**src/rtl/expr_pipe_eval.sv**
```systemverilog
// expr_pipe_eval: 16-op mixed-sign evaluator feeding an elastic valid/ready pipeline.
// Slot 0 captures the evaluated result; later slots only move it toward the output.
module expr_pipe_eval #(
    parameter int W = 6,
    parameter int STAGES = 2
) (
    input  logic         clk,
    input  logic         rst_n,
    input  logic         in_valid,
    output logic         in_ready,
    input  logic [3:0]   op,
    input  logic         sgn,
    input  logic [W-1:0] a,
    input  logic [W-1:0] b,
    output logic         out_valid,
    input  logic         out_ready,
    output logic [W-1:0] y,
    output logic [3:0]   flags,
    output logic [15:0]  ops_done
);
    logic [W:0]        sum, dif, sra;
    logic [2*W-1:0]    prod;
    logic              lt, eq, fill, mulov, c, o;
    logic [W-1:0]      r;
    logic [STAGES-1:0] v, ld;
    logic [W+3:0]      d [STAGES];

    always_comb begin
        sum = {1'b0, a} + {1'b0, b};
        dif = {1'b0, a} - {1'b0, b};
        prod = (sgn ? {{W{a[W-1]}}, a} : {{W{1'b0}}, a}) * (sgn ? {{W{b[W-1]}}, b} : {{W{1'b0}}, b});
        mulov = sgn ? (prod[2*W-1:W] != {W{prod[W-1]}}) : |prod[2*W-1:W];
        fill = sgn & a[W-1];
        // one extra fill bit makes oversized shift amounts saturate to all-fill
        sra = $signed({fill, a}) >>> b;
        lt = sgn ? ($signed(a) < $signed(b)) : (a < b);
        eq = a == b;
        r = '0;
        c = 1'b0;
        o = 1'b0;
        case (op)
            4'd0: begin
                r = sum[W-1:0];
                c = sum[W];
                o = sgn & (a[W-1] == b[W-1]) & (sum[W-1] != a[W-1]);
            end
            4'd1: begin
                r = dif[W-1:0];
                c = dif[W];
                o = sgn & (a[W-1] != b[W-1]) & (dif[W-1] != a[W-1]);
            end
            4'd2:  r = a & b;
            4'd3:  r = a | b;
            4'd4:  r = a ^ b;
            4'd5:  r = ~(a ^ b);
            4'd6:  r = a << b;
            4'd7:  r = a >> b;
            4'd8:  r = sra[W-1:0];
            4'd9:  r = {{(W-1){1'b0}}, lt};
            4'd10: r = {{(W-1){1'b0}}, lt | eq};
            4'd11: r = {{(W-1){1'b0}}, eq};
            4'd12: r = {{(W-1){1'b0}}, &a};
            4'd13: r = {{(W-1){1'b0}}, |a};
            4'd14: r = {{(W-1){1'b0}}, ^a};
            default: begin
                r = prod[W-1:0];
                o = mulov;
            end
        endcase
    end

    // a slot may load if the output accepts or any slot at or beyond it is empty
    always_comb begin
        ld = '0;
        for (int k = 0; k < STAGES; k++)
            ld[k] = out_ready | ~&(v | STAGES'((1 << k) - 1));
    end

    assign in_ready  = rst_n & ld[0];
    assign out_valid = v[STAGES-1];
    assign y         = d[STAGES-1][W+3:4];
    assign flags     = d[STAGES-1][3:0];

    always_ff @(posedge clk or negedge rst_n) begin
        if (!rst_n) begin
            v <= '0;
            ops_done <= '0;
            for (int k = 0; k < STAGES; k++) d[k] <= '0;
        end else begin
            if (out_valid && out_ready) ops_done <= ops_done + 16'd1;
            if (ld[0]) begin
                v[0] <= in_valid;
                if (in_valid) d[0] <= {r, ~|r, sgn & r[W-1], c, o};
            end
            for (int k = 1; k < STAGES; k++)
                if (ld[k]) begin
                    v[k] <= v[k-1];
                    d[k] <= d[k-1];
                end
        end
    end
endmodule

```
**config.mk**
```make
export PLATFORM = sky130hd
export DESIGN_NAME = expr_pipe_eval
export DESIGN_NICKNAME = d
export VERILOG_FILES = /design/src/rtl/expr_pipe_eval.sv
export SDC_FILE = /design/constraint.sdc
export NUM_CORES = 1
export LEC_CHECK = 0
export CAP_MARGIN = 5
export CORE_MARGIN = 3
export CORE_UTILIZATION = 64
export CTS_CLUSTER_SIZE = 20
export DETAILED_ROUTE_END_ITERATION = 10
export PLACE_DENSITY = 0.91
export SLEW_MARGIN = 25
export SYNTH_ARGS = -nofsm -noshare
export SYNTH_HDL_FRONTEND = slang
export SYNTH_SLANG_ARGS = --single-unit
```
**constraint.sdc**
```tcl
create_clock -name clk -period 4.2 [get_ports clk]
set_input_delay 0.63 -clock clk [delete_from_list [all_inputs] [get_ports clk]]
set_output_delay 0.63 -clock clk [all_outputs]
set_load 0.02 [all_outputs]
```
== Word level (Yosys, flattened, before mapping) ==
Cells that the tools add are included.
Word-level totals
  output and inout bits: 28
  register bits after elaboration: 38
  logic and storage cells: 68
  input bits: 21
Cells by class
  add/sub/neg operators: 3
  eq/ne operators: 20
  reductions and logical operators: 13
  magnitude comparators: 2
  shift-type cells: 3
  bitwise operators: 14
  $mul: 1
  multiplexer cells: 7
Operator list (count)
  6-bit one-hot mux with 15 select lines: 1
  4-bit equality test, second input constant: 7
  12-bit 2-to-1 mux: 2
  6-bit OR reduction: 3
  16-bit by 1-bit adder with 16-bit output, second input constant: 1
  4-bit by 3-bit equality test with 1-bit output, second input constant: 4
  13-bit OR reduction: 1
  6-bit less-than comparator: 2
  12-bit by 12-bit multiplier with 12-bit output: 1
  4-bit by 2-bit equality test with 1-bit output, second input constant: 2
  6-bit by 6-bit adder with 7-bit output: 1
  1-bit AND: 7
  7-bit by 6-bit >>> shifter with 6-bit output: 1
  6-bit by 6-bit subtractor with 7-bit output: 1
  6-bit AND: 1
  6-bit equality test: 1
  6-bit inequality test: 1
  6-bit NOT: 1
  6-bit OR: 1
  6-bit AND reduction: 1
  6-bit parity: 1
  6-bit by 6-bit << shifter with 6-bit output: 1
  6-bit by 6-bit right shift with 6-bit output: 1
  6-bit XOR: 1
  11 further kinds: 19

== Logic depth before layout (Yosys ltp) ==
  word-level depth: 6
  mapped depth: 22
  mapped depth without buffers: 20

== Least setup slack after synthesis ==
OpenSTA, ideal clock, no wires.
  kind: input-to-reg
  from: in sgn
  to: reg d[10] in the netlist's numbering
  library setup time: 125 ps
  buffers on the path: 2
  data arrival time: 5529 ps
  data required time: 4075 ps
  slack: -1453 ps
  cell stages on the path: 22
  cells stage by stage: clkbuf_1 clkbuf_1 nand3_1 inv_1 fa_1 inv_1 fa_1 inv_1 ha_1 inv_1 fa_1 fa_1 inv_1 ha_1 or2_2 a21oi_1 a31oi_4 xnor2_1 xor2_1 or4_1 o211ai_2 a21oi_1
On the way
  cells in the longest elaborated chain, start to end: 5
  elaborated cells between the ends (all ways): 11
  classes of those cells: mul (1); eq/ne (1); mux (4); bitwise (4); reduce/logical (1)
Ends and longest elaborated chain
  start, declared: RTL line 12  | input logic sgn,
  12-bit 2-to-1 mux: RTL line 31  | prod = (sgn ? {{W{a[W-1]}}, a} : {{W{1'b0}}, a}) * (sgn ? {{W{b[W-1]}}, b} : {{W{1'b0}}, b});
  12-bit by 12-bit multiplier with 12-bit output: RTL line 31
  6-bit inequality test / 6-bit OR reduction (equally long branches): RTL line 32  | mulov = sgn ? (prod[2*W-1:W] != {W{prod[W-1]}}) : |prod[2*W-1:W];
  1-bit 2-to-1 mux: RTL line 32
  1-bit one-hot mux with 3 select lines (*): RTL line 41  | case (op)
  end signal, assigned by index: RTL line 98  | d[k] <= d[k-1];
  end, declared: RTL line 26  | logic [W+3:0] d [STAGES];
Every way passes the cells marked *; elsewhere a longest branch is shown, timed or not.
A chain may end at the register's enable or synchronous reset.

== Worst setup path in the final report ==
  from: in a[4]
  to: reg d[10] in the netlist's numbering
On the way
  cells in the longest elaborated chain, start to end: 5
  elaborated cells between the ends (all ways): 12
  classes of those cells: add/sub (2); mul (1); eq/ne (3); mux (3); bitwise (2); reduce/logical (1)
Ends and longest elaborated chain
  start, declared: RTL line 13  | input logic [W-1:0] a,
  12-bit 2-to-1 mux: RTL line 31
  12-bit by 12-bit multiplier with 12-bit output: RTL line 31
  6-bit inequality test / 6-bit OR reduction (equally long branches): RTL line 32
  1-bit 2-to-1 mux: RTL line 32
  1-bit one-hot mux with 3 select lines (*): RTL line 41
Marks and branches as above.

==> key figures <==
Floorplan
  – FP Rows: 32
  – Initial Utilization: 66.92%
  – Die width: 96.36 um
  – Full die area: 9284 um2
  – Height of the die: 96.36 um
  – Io pins: 49
  – Core box area: 7807 um2

Finish
  – Area Growth Syn to Fin: 31.56%
  – Share of cells above drive strength 1: 30.58%
  – Final instance area: 6874 um2
  – Layout filler cell count: 374
  – Nets: 836
  – Most frequent cells in the layout: buf_4, inv_1, nand2_1
  – Most common cell after layout, fill and taps aside: buf_4
  – Antenna diode count: 0

Clock tree
  – Clock sink count: 38
  – Reg clk slew, reported paths: 0.08 ns
  – Clock root buffer: clkbuf_8
  – Worst skew pair latency: 0.29 ns
  – CTS Buf Count: 5
  – H-tree Lvls: 2
  – CTS tree: done
  – CTS Buffer Depth: 2

Synth
  – Seq cells post-synth: 38
  – Register area share after synthesis: 18.20%
  – Synth area leaders: dfrtp_1, fa_1, ha_1
  – Warnings from Yosys: 0
  – Syn Nets: 730
  – Cell Area, Synth: 5225 um2
  – Post-synth top area cell: dfrtp_1
  – Most used DFF post-synth: dfrtp_1
  – EDFF count, synth: 0
  – Post-Syn Area per Cell: 8.441 um2
  – Syn Inst Count: 619
  – Share of the synthesized area in the top cell type: 18.20%
  – Ys async rst share: 100.0%
  – Synth cell types: 63

Setup path
  – Worst Path Required: 4.37 ns
  – Reg2Reg Depth: 8
  – R2R Setup Slk: 2.13 ns
  – Worst-path maximum fanout: 4
  – Worst Setup End Kind: flop
  – WP data arrival: 5.33 ns
  – Reg2Reg Capture Point: d[10]
  – R2R Path Start: v[1]
  – Worst Setup SP: a[4]
  – Critical path destination: d[10]
  – Setup crit start kind: input pin
  – Critical path class: input pin to flop

Placed design
  – Pre-CTS setup slack: -1.576 ns
  – Detail Placement HPWL: 12.39 mm
  – Dpl cell area: 6255 um2
  – GP Congestion: 0.9894
  – PortBufs: 48

Hold path
  – Hold WC Path Type: input pin to asynchronous set/reset pin

STA
  – Setup-failing EPs final: 1
  – Pins Over Slew Limit: 0
  – Final setup margin: -0.9651 ns
  – F_max: 0.1936 GHz
  – Worst-margin pin slew: 0.6696 ns
  – Final hold vios: 0
  – Min Hold Slack: 0.3688 ns
  – Fin crit share: 123.0%
  – Worst Skew: 0.007800 ns
  – Unrepaired setup endpoints after global routing: yes
  – Post-layout minimum cycle time: 5.165 ns
  – Slew margin rel.: 55.22%

Global route
  – Vias in the first global route: 5,694
  – GRT Overall Usage: 41.71%
  – First-pass GRT wire length: 29.20 mm
  – Gr ovfl total: 0
  – Met1 usage: 45.49%
  – Pin count of the biggest net entering global routing: 40
  – GRT Max-Usage Layer: met2
  – Initial antenna violation count: 0
  – GRT met2 Usage: 71.48%
  – GR Util met3: 9.539%

Pwr
  – Clk pwr share: 13.6%
  – Switching part of the total power: 43.21%
  – Comb power frac: 68.2%
  – Max VDD drop: 0.2493 mV
  – Leakage: 0.003110 uW
  – P_int: 1577 uW
  – Psw: 1200 uW
  – Power per cell area: 404.0 nW/um2
  – Total power: 2777 uW
  – Reg power frac: 18.2%

Drt
  – Initial DRC count: 765
  – First-pass detailed-route iteration total: 7
  – Post-DRT Antenna Nets: 0
  – DR vias: 5,669
  – DR vias/cell: 6.847
  – Total wire length: 20.43 mm
  – Routed length per instance: 24.68 um
  – Post-route DRC: 0

Job
  – Max-cap viol count: 0

Run status
  – Status: finished, violations left
  – Failing checks: negative setup slack
## routing by layer
layer,up-vias,wire (um)
li1,2281,-
met3,221,2438
met2,573,9481
met4,0,2026
met5,-,0
met1,2594,6484
## cell type report
type	count	area (um2)	share of cell area, %
Clock inverter	3	68.82	1.001
Inverter	82	327.8	4.769
Sequential cell	38	950.9	13.83
Multi-Input combinational cell	457	4116	59.88
Timing Repair Buffer	141	1214	17.66
Tap cell	102	127.6	1.857
Clock buffer	5	68.82	1.001
## power by group through the flow
stage                     Clock (uW)  Combinational (uW)  Sequential, uW
after floorplan                    0                 943             522
after global placement             0                1340             491
after detailed placement           0                1430             501
after CTS                        375                1580             501
after global routing             394                1990             511
final                            379                1890             505
## critical path: stages
cell and delay [ns]:
buf_4 0.13, buf_6 0.13, buf_4 0.14, buf_4 0.14, nand2_1 0.13, fa_1 0.44, inv_1 0.12, ha_4 0.22
ha_4 0.27, inv_2 0.09, fa_1 0.54, inv_1 0.05, ha_2 0.20, fa_2 0.44, a211oi_4 0.36, nor2_2 0.08
buf_4 0.15, xnor2_2 0.17, nand3_1 0.09, or4_4 0.54, o211ai_2 0.19, a21oi_1 0.10
## what timing repair did
item	CTS	global route
hold buffers	0	0
pin swaps	43	31
endpoints found under the hold margin	0	0
gates resized for setup	111	37
endpoints found under the setup margin	4	4
gates cloned	1	0
setup buffers	14	4
## stage by stage
step	cells	util, %	TNS (ns)
global route	828	88.04	-1.221
global placement	801	80.11	-2.801
floorplan	619	-	-0.8061
finish	828	88.04	-0.9651
CTS	824	86.12	-0.8867
detailed placement	801	80.11	-3.173
## flip-flops by register name, indices dropped and copies added (netlist names)
register / cells
d: 10
flags: 4
ops_done: 16
v: 2
y: 6
## worst min-delay path by stage
stage	endpoint	cells past startpoint	startpoint	slack [ns]
after CTS	flags[1]	2	rst_n	0.38
after detailed placement	v[1]	1	v[0]	0.47
after global placement	v[1]	1	v[0]	0.45
after floorplan	d[10]	0	rst_n	0.33
final	y[1]	2	rst_n	0.37
after global routing	y[1]	2	rst_n	0.41
## logic make-up after synthesis
group	Yosys count	share of synthesized area (%)
xor+xnor	52	8.980
fa+ha+maj	90	27.01
flops	38	18.20
compound gates	106	13.48
buf+inv	124	10.03
mux	25	5.580
simple gates	184	16.71
## Yosys cell counts (13+ instances only)
cell      count
xnor2_1      41
nand2_1      54
a21oi_1      32
fa_1         38
ha_1         52
clkbuf_1     20
mux2_2       13
inv_1        77
dfrtp_1      38
o21ai_0      19
nor2_1       51
nor3_1       19
(Power assumes the default switching activity.)
